## src/rtl/serie_paralelo_pkg.sv

```systemverilog
// -----------------------------------------------------------------------------
// serie_paralelo_pkg
//   Shared definitions for the serial-to-parallel receiver:
//     - default comma (idle/alignment) byte
//     - phase counter width and the phase value that marks a byte boundary
//     - receiver FSM state encodings, as plain constants and as an enum
//   Imported by serie_paralelo and comma_detect.
// -----------------------------------------------------------------------------
package serie_paralelo_pkg;

  // Idle/alignment byte the transmitter sends whenever it has no valid data.
  localparam logic [7:0] COMMA_DEFAULT = 8'hBC;

  // Bit position inside a byte; eight bits per byte.
  localparam int unsigned PH_W = 3;

  // Phase value at which the window holds a complete, aligned byte.
  localparam logic [PH_W-1:0] PH_LAST = 3'd7;

  // Receiver FSM encodings. The top keeps its state register as plain logic
  // compared against these constants; the enum gives readable names to
  // anything that decodes the fsm_state debug output.
  localparam logic [1:0] ST_SEARCH = 2'd0;
  localparam logic [1:0] ST_COUNT  = 2'd1;
  localparam logic [1:0] ST_ACTIVE = 2'd2;

  typedef enum logic [1:0] {
    SEARCH = ST_SEARCH,
    COUNT  = ST_COUNT,
    ACTIVE = ST_ACTIVE
  } sp_state_e;

endpackage

```

## src/rtl/serie_paralelo_comma_detect.sv

```systemverilog
// -----------------------------------------------------------------------------
// comma_detect
//   Combinational compare of the current 8-bit receive window against the
//   comma byte. The flag feeds both the alignment FSM and the optional
//   loss-of-alignment logic in the top.
//
// Ports
//   win       in  8  byte ending with the bit sampled this cycle
//   is_comma  out 1  high when win equals COMMA
// -----------------------------------------------------------------------------
module comma_detect
  import serie_paralelo_pkg::*;
#(
  parameter logic [7:0] COMMA = COMMA_DEFAULT
) (
  input  logic [7:0] win,
  output logic       is_comma
);

  assign is_comma = (win == COMMA);

endmodule

```

## src/rtl/serie_paralelo.sv

```systemverilog
// -----------------------------------------------------------------------------
// serie_paralelo
//   Serial-to-parallel receiver for the single-bit link. Samples data_inS on
//   every rising clk_8f edge (MSB of each byte first), finds byte alignment
//   from the comma byte, and once ACTIVE_COUNT consecutive aligned commas have
//   been seen it presents every received byte on data_outP.
//
// Parameters
//   COMMA         alignment/idle byte (default 8'hBC)
//   ACTIVE_COUNT  consecutive aligned commas needed to go ACTIVE (1..15)
//
// Ports
//   clk_8f       in   1  bit-rate clock, the only clock
//   reset        in   1  asynchronous, active-high, clears all state
//   data_inS     in   1  serial data, one bit per clock, MSB first
//   data_outP    out  8  last byte received while ACTIVE (holds otherwise)
//   valid_out    out  1  data_outP holds a non-comma byte received in ACTIVE
//   active       out  1  receiver is in ACTIVE
//   byte_strobe  out  1  one-cycle pulse on every data_outP/valid_out update
//   fsm_state    out  2  debug view of the FSM (ST_SEARCH/ST_COUNT/ST_ACTIVE)
//
// Output handshake: there is no ready. A byte is delivered by byte_strobe
// being high for exactly one cycle; data_outP/valid_out change on the same
// edge that raises byte_strobe and then hold for 8 cycles. The consumer must
// take one byte per 8 clk_8f cycles; valid_out low with a strobe means the
// slot carried an idle comma.
//
// Build option
//   SP_RESYNC_EN  when defined, ACTIVE watches for commas that arrive off the
//                 byte boundary; the third such comma (with no aligned comma
//                 in between) sends the receiver back to SEARCH. Undefined,
//                 ACTIVE is left only through reset.
// -----------------------------------------------------------------------------
module serie_paralelo
  import serie_paralelo_pkg::*;
#(
  parameter logic [7:0]  COMMA        = COMMA_DEFAULT,
  parameter int unsigned ACTIVE_COUNT = 4
) (
  input  logic       clk_8f,
  input  logic       reset,
  input  logic       data_inS,
  output logic [7:0] data_outP,
  output logic       valid_out,
  output logic       active,
  output logic       byte_strobe,
  output logic [1:0] fsm_state
);

  localparam logic [3:0] ACT_CNT = ACTIVE_COUNT[3:0];

  // Serial history. The window is the byte ending with the bit on data_inS
  // this cycle, so the oldest of the eight stored bits would never be read;
  // only seven are kept.
  logic [6:0]      sr;
  logic [7:0]      win;
  logic [PH_W-1:0] ph;
  logic [3:0]      comma_cnt;
  logic [3:0]      comma_cnt_inc;
  logic [1:0]      state;
  logic            is_comma;
  logic            boundary;

`ifdef SP_RESYNC_EN
  // Off-boundary commas seen in ACTIVE since the last aligned comma.
  logic [1:0]      mis_cnt;
`endif

  assign win           = {sr, data_inS};
  assign boundary      = (ph == PH_LAST);
  assign comma_cnt_inc = comma_cnt + 4'd1;

  comma_detect #(
    .COMMA (COMMA)
  ) u_comma_detect (
    .win      (win),
    .is_comma (is_comma)
  );

  always_ff @(posedge clk_8f or posedge reset) begin
    if (reset) begin
      sr          <= '0;
      ph          <= '0;
      comma_cnt   <= '0;
      state       <= ST_SEARCH;
      data_outP   <= 8'h00;
      valid_out   <= 1'b0;
      byte_strobe <= 1'b0;
`ifdef SP_RESYNC_EN
      mis_cnt     <= '0;
`endif
    end else begin
      sr          <= win[6:0];
      ph          <= ph + 3'd1;
      byte_strobe <= 1'b0;

      case (state)
        ST_SEARCH: begin
          valid_out <= 1'b0;
          // Any comma, at any phase, defines the byte boundary. Restarting
          // the phase here puts the next boundary exactly 8 bits later.
          if (is_comma) begin
            ph        <= '0;
            comma_cnt <= 4'd1;
            state     <= (ACT_CNT == 4'd1) ? ST_ACTIVE : ST_COUNT;
          end
        end

        ST_COUNT: begin
          valid_out <= 1'b0;
          // Only boundary windows matter; a comma elsewhere is ignored.
          if (boundary) begin
            if (is_comma) begin
              comma_cnt <= comma_cnt_inc;
              // The comma that completes the count is consumed here, so the
              // first byte delivered in ACTIVE is the one after it.
              if (comma_cnt_inc == ACT_CNT) begin
                state <= ST_ACTIVE;
              end
            end else begin
              comma_cnt <= '0;
              state     <= ST_SEARCH;
            end
          end
        end

        ST_ACTIVE: begin
          if (boundary) begin
            data_outP   <= win;
            valid_out   <= ~is_comma;
            byte_strobe <= 1'b1;
          end
`ifdef SP_RESYNC_EN
          if (is_comma && !boundary) begin
            if (mis_cnt == 2'd2) begin
              // Third off-boundary comma: the transmitter's framing has
              // moved, so give up this alignment and hunt for a new one.
              mis_cnt   <= '0;
              comma_cnt <= '0;
              valid_out <= 1'b0;
              state     <= ST_SEARCH;
            end else begin
              mis_cnt <= mis_cnt + 2'd1;
            end
          end else if (is_comma && boundary) begin
            mis_cnt <= '0;
          end
`endif
        end

        default: begin
          state <= ST_SEARCH;
        end
      endcase
    end
  end

  assign active    = (state == ST_ACTIVE);
  assign fsm_state = state;

endmodule

```

## config.mk

```make
export PLATFORM = sky130hd
export DESIGN_NAME = serie_paralelo
export DESIGN_NICKNAME = d
export VERILOG_FILES = /design/src/rtl/serie_paralelo_pkg.sv /design/src/rtl/serie_paralelo_comma_detect.sv /design/src/rtl/serie_paralelo.sv
export SDC_FILE = /design/constraint.sdc
export NUM_CORES = 1
export LEC_CHECK = 0
export ABC_AREA = 1
export CORE_MARGIN = 1.5
export CORE_UTILIZATION = 30
export DETAILED_ROUTE_END_ITERATION = 16
export SETUP_SLACK_MARGIN = 0.5
export SYNTH_ARGS = -nofsm -noshare
export SYNTH_HDL_FRONTEND = slang
export SYNTH_SLANG_ARGS = --single-unit
```

## constraint.sdc

```tcl
create_clock -name clk_8f -period 1.5 [get_ports clk_8f]
set_clock_uncertainty 0.1 [all_clocks]
set_input_delay 0.3 -clock clk_8f [delete_from_list [all_inputs] [get_ports clk_8f]]
set_output_delay 0.3 -clock clk_8f [all_outputs]
set_load 0.05 [all_outputs]
```

== After elaboration in Yosys (flattened, before gate mapping) ==
Cells that the tools add are included.

* $add $sub $neg: 2
* Equal/unequal tests: 9
* Mux-type cells: 15
* Bitwise operators: 2
* Reductions and logical operators: 8

{| class="wikitable"
|+ Operators with widths
! cell !! count
|-
| 4-bit two-way mux || 3
|-
| 8-bit equality test (second input constant) || 1
|-
| 2-bit two-way mux || 4
|-
| 4-bit one-hot mux with 2 select lines || 1
|-
| 3-bit two-way mux || 2
|-
| 2-bit one-hot mux with 3 select lines || 1
|-
| 4-bit by 1-bit adder with 4-bit output (second input constant) || 1
|-
| 4-bit by 3-bit equality test with 1-bit output (second input constant) || 1
|-
| 2-bit inequality test (second input constant) || 2
|-
| 2-bit AND reduction || 2
|-
| 4-bit AND reduction || 1
|-
| 2-bit nonzero test || 2
|-
| 3-bit by 1-bit adder with 3-bit output (second input constant) || 1
|-
| 3-bit equality test (second input constant) || 1
|-
| 1-bit two-way mux || 3
|-
| 3-bit inequality test (second input constant) || 1
|-
| 3-bit AND reduction || 1
|-
| 2-bit by 1-bit equality test with 1-bit output (second input constant) || 1
|-
| 2-bit equality test (second input constant) || 1
|-
| 2-bit logical NOT || 1
|-
| 2-bit by 1-bit inequality test with 1-bit output (second input constant) || 1
|-
| 1-bit NOT || 2
|-
| 1-bit one-hot mux with 2 select lines || 1
|-
| 2-bit OR reduction || 1
|}

* Register bits after elaboration: 26
* Bits of input ports: 3
* Output and inout bits: 13

== Longest topological paths before layout ==
* Depth after elaboration: 6
* Depth in mapped cells: 8
* Gate-level depth less buffers: 8

== Modules after synthesis ==
From an unflattened synthesis, not the netlist that was laid out.

* Cell total of the unflattened synthesis: 118
* Area total of the unflattened synthesis: 1094.8 um2

{| class="wikitable"
|+ Modules (own cells, without submodules)
! module !! times used !! cells each !! area an instance (um2) !! seq. area each (um2)
|-
| serie_paralelo || 1 || 108 || 1054.8 || 650.6
|-
| comma_detect || 1 || 10 || 40.0 || 0.0
|}

== Least setup slack after synthesis ==
Ideal clock, no wire load.

* Kind: flip-flop to flip-flop
* From: reg state[1], in the netlist fsm_state[1]
* To: reg data_outP[0]
* Library setup time: 0.120 ns
* Arrival: 1.689 ns
* Path slack: -0.408 ns
* Stages on the path, launching flop included: 7
* Buffers on the path: 1
* Clock period less this slack: 1.908 ns
* Path through: dfrtp_1 inv_2 nor2_2 nand2_2 buf_6 nand2_1 o21ai_2

* Word-level cells in the longest chain between the ends: 2

{| class="wikitable"
|+ Ends and longest elaborated chain
! what !! RTL line !! RTL
|-
| start, declared || serie_paralelo.sv:60 || <nowiki>logic [1:0] state;</nowiki>
|-
| start signal, assigned || serie_paralelo.sv:105 || <nowiki>state <= (ACT_CNT == 4'd1) ? ST_ACTIVE : ST_COUNT;</nowiki>
|-
| 2-bit equality test || -- ||
|-
| via active || serie_paralelo.sv:45 || <nowiki>output logic active,</nowiki>
|-
| 2-bit AND reduction (no line) || -- ||
|-
| end signal, assigned || serie_paralelo.sv:129 || <nowiki>data_outP <= win;</nowiki>
|-
| end, declared || serie_paralelo.sv:43 || <nowiki>output logic [7:0] data_outP,</nowiki>
|}

The timed path passes the listed nets, and every way through them passes these cells.
A chain may end at the register's enable or synchronous reset.

== Final worst setup path ==
* From: reg state[0], in the netlist fsm_state[0]
* To: out fsm_state[0]

{| class="wikitable"
|+ RTL lines
! what !! RTL line !! RTL
|-
| end, declared || serie_paralelo.sv:47 || <nowiki>output logic [1:0] fsm_state</nowiki>
|}

No word-level cell between the ends.

==> results_tabular.tex <==
\begin{tabular}{lr}
\hline
Metric & Value \\
\hline
\multicolumn{2}{l}{\textbf{Timing}} \\
\quad Final-report max-slew violation count & 0 \\
\quad Slew headroom & a little under 80\% \\
\quad Final critical-path setup slack & -4.13 ps \\
\quad Final Hold Viols & 0 \\
\quad Crit path time final & about 1500 ps \\
\quad \# setup viols final & 1 \\
\quad Setup repair after global routing missed its margin & yes \\
\quad Max frequency & around 660 MHz \\
\quad Worst-margin pin slew & roughly 330 ps \\
\quad Final cycle utilization of the critical path & 100\% \\
\multicolumn{2}{l}{\textbf{Clock tree}} \\
\quad Maximum buffer depth of the clock tree & 2 \\
\quad Total of hold buffers inserted after clock tree synthesis & 0 \\
\quad Clock Sinks & 26 \\
\quad TritonCTS buffer count & 3 \\
\quad Number of levels in the clock H-tree & 1 \\
\quad Clock slew at the register clock pins of the worst setup and hold paths & around 150 ps \\
\quad Clock Latency Late Sink & $\sim$330 ps \\
\quad Root buffer selected by CTS & sky130\_fd\_sc\_hd\_\_clkbuf\_4 \\
\quad Clock tree from TritonCTS & yes \\
\multicolumn{2}{l}{\textbf{GRT}} \\
\quad Maximum number of pins on one net before global-route repair & 27 \\
\quad Vias in the first global route & 923 \\
\quad Overall routing resource usage & 12.4\% \\
\quad Total grt overflow & 0 \\
\quad First-pass GRT wire length & between 3000 and 4000 µm \\
\quad Antenna violations before repair & 0 \\
\multicolumn{2}{l}{\textbf{Power and ir drop}} \\
\quad Power per cell area & between 700 and 800 nW/µm² \\
\quad Clock power frac & between 30\% and 40\% \\
\quad Leakage power & 0.909 nW \\
\quad Internal power summed over all cells & roughly 1.1 mW \\
\quad Fraction of power consumed by combinational cells & 10.9\% \\
\quad Sequential group share of total power & a little over half \\
\quad Net switching power & 0.324 mW \\
\quad Worst IR Drop VDD & approximately 450 µV \\
\quad Total Power Consumption & between 1 and 1.5 mW \\
\quad Net switching fraction of the power & between 20\% and 30\% \\
\multicolumn{2}{l}{\textbf{Worst setup path}} \\
\quad Worst setup EP type & output pin \\
\quad Max Fanout on Critical Path & 3 \\
\quad Critical path class & flip-flop to output pin \\
\quad Crit start category & flip-flop \\
\quad Data arrival at the endpoint of the critical path & around 1100 ps \\
\quad Crit path required time & between 1000 and 1500 ps \\
\multicolumn{2}{l}{\textbf{Job}} \\
\quad Maximum capacitance violations & 0 \\
\multicolumn{2}{l}{\textbf{Detailed routing}} \\
\quad Average routed wire per standard cell & roughly 12 µm \\
\quad Remaining DRCs & 0 \\
\quad Per-cell via count in the routed design & 4.48 \\
\quad Number of DRC violations after detailed-routing iteration 0 & 11 \\
\quad Wirelength, routed & approximately 2500 µm \\
\quad Number of routed nets with antenna violations & 0 \\
\quad Total via count after detailed routing & slightly below 900 \\
\quad Detailed Routing Iterations Pass 1 & 4 \\
\multicolumn{2}{l}{\textbf{Floorplan}} \\
\quad Effective utilization at floorplan & between 30\% and 40\% \\
\quad Vert. Die Dim & 63.4 µm \\
\quad Die ar. & 4020 µm² \\
\quad Number of ports placed on the die boundary & 16 \\
\quad Die boundary width & $\sim$63 µm \\
\quad Placeable Area & $\sim$3400 µm² \\
\quad Site Rows & 21 \\
\multicolumn{2}{l}{\textbf{Final layout}} \\
\quad Post-synthesis to final-layout area growth & 75.6\% \\
\quad Fraction of final layout cells sized beyond drive strength 1 & between 60 and 70\% \\
\quad Post-layout nets & 160 \\
\quad Antenna diode count & 0 \\
\multicolumn{2}{l}{\textbf{Logic synthesis}} \\
\quad Most used standard cells in the synthesized netlist & sky130\_fd\_sc\_hd\_\_nand2\_1 (35), sky130\_fd\_sc\_hd\_\_dfrtp\_1 (26), sky130\_fd\_sc\_hd\_\_inv\_1 (14), sky130\_fd\_sc\_hd\_\_nand3\_1 (6) \\
\quad Syn\_nets & around 120 \\
\quad Number of warnings issued by yosys & 0 \\
\quad Fraction of the yosys area taken by sequential cells & 59.5\% \\
\quad Distinct cell type count of the synthesized netlist & 19 \\
\quad Main area contributors after synthesis & sky130\_fd\_sc\_hd\_\_dfrtp\_1 (59\%), sky130\_fd\_sc\_hd\_\_nand2\_1 (12\%), sky130\_fd\_sc\_hd\_\_inv\_1 (4.8\%), sky130\_fd\_sc\_hd\_\_ha\_1 (3.4\%), sky130\_fd\_sc\_hd\_\_nand3\_1 (2.7\%) \\
\quad Biggest area consumer among synthesized cells & sky130\_fd\_sc\_hd\_\_dfrtp\_1 \\
\quad Share of async-settable or async-resettable flops after synthesis & 100\% \\
\quad Count leader, synth & sky130\_fd\_sc\_hd\_\_nand2\_1 \\
\quad Number of synthesized flops with an enable pin & 0 \\
\quad Synthesized area & 1090 µm² \\
\quad Most used flip-flop cell after synthesis & sky130\_fd\_sc\_hd\_\_dfrtp\_1 \\
\quad Flip-flop and latch count after synthesis & 26 \\
\quad Instance count of the mapped netlist & $\sim$110 \\
\quad Area share of the largest cell type after synthesis & between 50\% and 60\% \\
\quad Synth Area per Inst & 9.76 µm² \\
\multicolumn{2}{l}{\textbf{Place}} \\
\quad Final Wtd Congestion & 0.745 \\
\quad IO Port Bufs & 15 \\
\quad Dpl hpwl & 1470 µm \\
\quad Setup WS pre-CTS & -231 ps \\
\multicolumn{2}{l}{\textbf{Outcome}} \\
\quad Status & complete, but fails checks \\
\quad Failing checks & setup timing \\
\multicolumn{2}{l}{\textbf{Min path}} \\
\quad Type of the worst min-delay path & input port to flip-flop \\
\hline
\end{tabular}
-- through the flow --
stage               utilization, %  instances  hold slack (ps)  cell area (µm²)  TNS [ps]
CTS                           50.4        190              134             1720     -7.34
global route                  56.2        199              124             1920      -111
global placement              43.2        176              263             1470     -1010
finish                        56.2        199              131             1920     -4.13
floorplan                        -        112              231             1120      -390
detailed placement            43.2        176              266             1470     -1660
-- metal layers --
metal / vias to the layer above / GRT usage [%] / routed length, µm
met5: - / 0 / 0
met4: 0 / 7.07 / 63
met3: 7 / 2.32 / 66
met2: 17 / 21.4 / 1310
met1: 442 / 14.3 / 1040
li1: 426 / - / -
-- logic make-up (layout without fill, tap and decap cells) --
family          after synthesis  count (layout)  synth area share, %
buf+inv                      18              59                 6.86
xor+xnor                      2               2                 1.60
compound gates               10              10                 6.29
simple gates                 53              53                 22.3
fa+ha+maj                     3               3                 3.43
flops                        26              26                 59.5
-- registers in the layout, indices dropped and copies added, names as in the netlist --
name and cells:
ph 3, data_outP 8, sr 7, fsm_state 2
valid_out 1, byte_strobe 1, comma_cnt 4
-- cell usage in the layout, fill, tap and decap left out --
master / count
sky130_fd_sc_hd__o21ai_4: 1
sky130_fd_sc_hd__o21ai_0: 1
sky130_fd_sc_hd__clkbuf_4: 3
sky130_fd_sc_hd__nand2_8: 1
sky130_fd_sc_hd__nand3_1: 4
sky130_fd_sc_hd__a21oi_2: 1
sky130_fd_sc_hd__inv_1: 4
sky130_fd_sc_hd__buf_6: 8
sky130_fd_sc_hd__nand2_4: 7
sky130_fd_sc_hd__a21oi_4: 1
sky130_fd_sc_hd__nand4_1: 2
sky130_fd_sc_hd__clkdlybuf4s50_1: 1
sky130_fd_sc_hd__inv_2: 10
sky130_fd_sc_hd__nor2_1: 1
sky130_fd_sc_hd__inv_6: 1
sky130_fd_sc_hd__nand2_2: 12
sky130_fd_sc_hd__nor2_4: 7
sky130_fd_sc_hd__ha_1: 1
sky130_fd_sc_hd__inv_8: 2
sky130_fd_sc_hd__dfrtp_2: 11
sky130_fd_sc_hd__buf_12: 17
sky130_fd_sc_hd__dlygate4sd2_1: 1
sky130_fd_sc_hd__nand2_1: 17
sky130_fd_sc_hd__bufinv_16: 1
sky130_fd_sc_hd__o21ai_2: 3
sky130_fd_sc_hd__nand3_2: 2
sky130_fd_sc_hd__ha_2: 1
sky130_fd_sc_hd__ha_4: 1
sky130_fd_sc_hd__dfrtp_1: 15
sky130_fd_sc_hd__buf_4: 11
sky130_fd_sc_hd__o21ai_1: 3
sky130_fd_sc_hd__xor2_1: 2
-- power by group through the flow --
stage                     Combinational (mW)  Clock, mW  Sequential [mW]
after detailed placement               0.135          0            0.756
after global routing                   0.162      0.531            0.748
after floorplan                       0.0310          0            0.788
after global placement                 0.133          0            0.755
after CTS                              0.145      0.496            0.743
final                                  0.152      0.493            0.746
-- critical path: stages (launching register included) --
cell and delay [ps]:
sky130_fd_sc_hd__dfrtp_2 480, sky130_fd_sc_hd__buf_12 150, sky130_fd_sc_hd__buf_12 140
-- final timing paths --
| check | start | endpoint | slack, ps | cells after the start |
|---|---|---|---|---|
| worst max-delay path | fsm_state[0] | fsm_state[0] | -4 | 2 |
| worst min-delay path | data_inS | sr[0] | 130 | 1 |
| worst max register to register | sr[5] | comma_cnt[2] | 70 | 7 |
| worst min register to register | sr[5] | sr[6] | 300 | 0 |
| max in group asynchronous | reset | fsm_state[1] | 830 | 3 |
| min in group asynchronous | reset | sr[0] | 200 | 3 |
-- cell type report --
| type | instances | area (µm²) |
|---|---|---|
| Tap cell | 46 | 57.6 |
| Clock buffer | 3 | 22.5 |
| Timing Repair Buffer | 38 | 532 |
| Inverter | 17 | 83.8 |
| Multi-Input combinational cell | 68 | 531 |
| Clock inverter | 1 | 30.0 |
| Sequential cell | 26 | 664 |
| Fill cell | 264 | 1500 |
-- timing repair --
action / 4_1_cts / 5_1_grt
setup endpoints to repair: 32 / 32
buffers inserted: 10 / 9
pin swaps: 12 / 9
gates resized for setup: 33 / 38
Power figures use the tool's default switching activity.
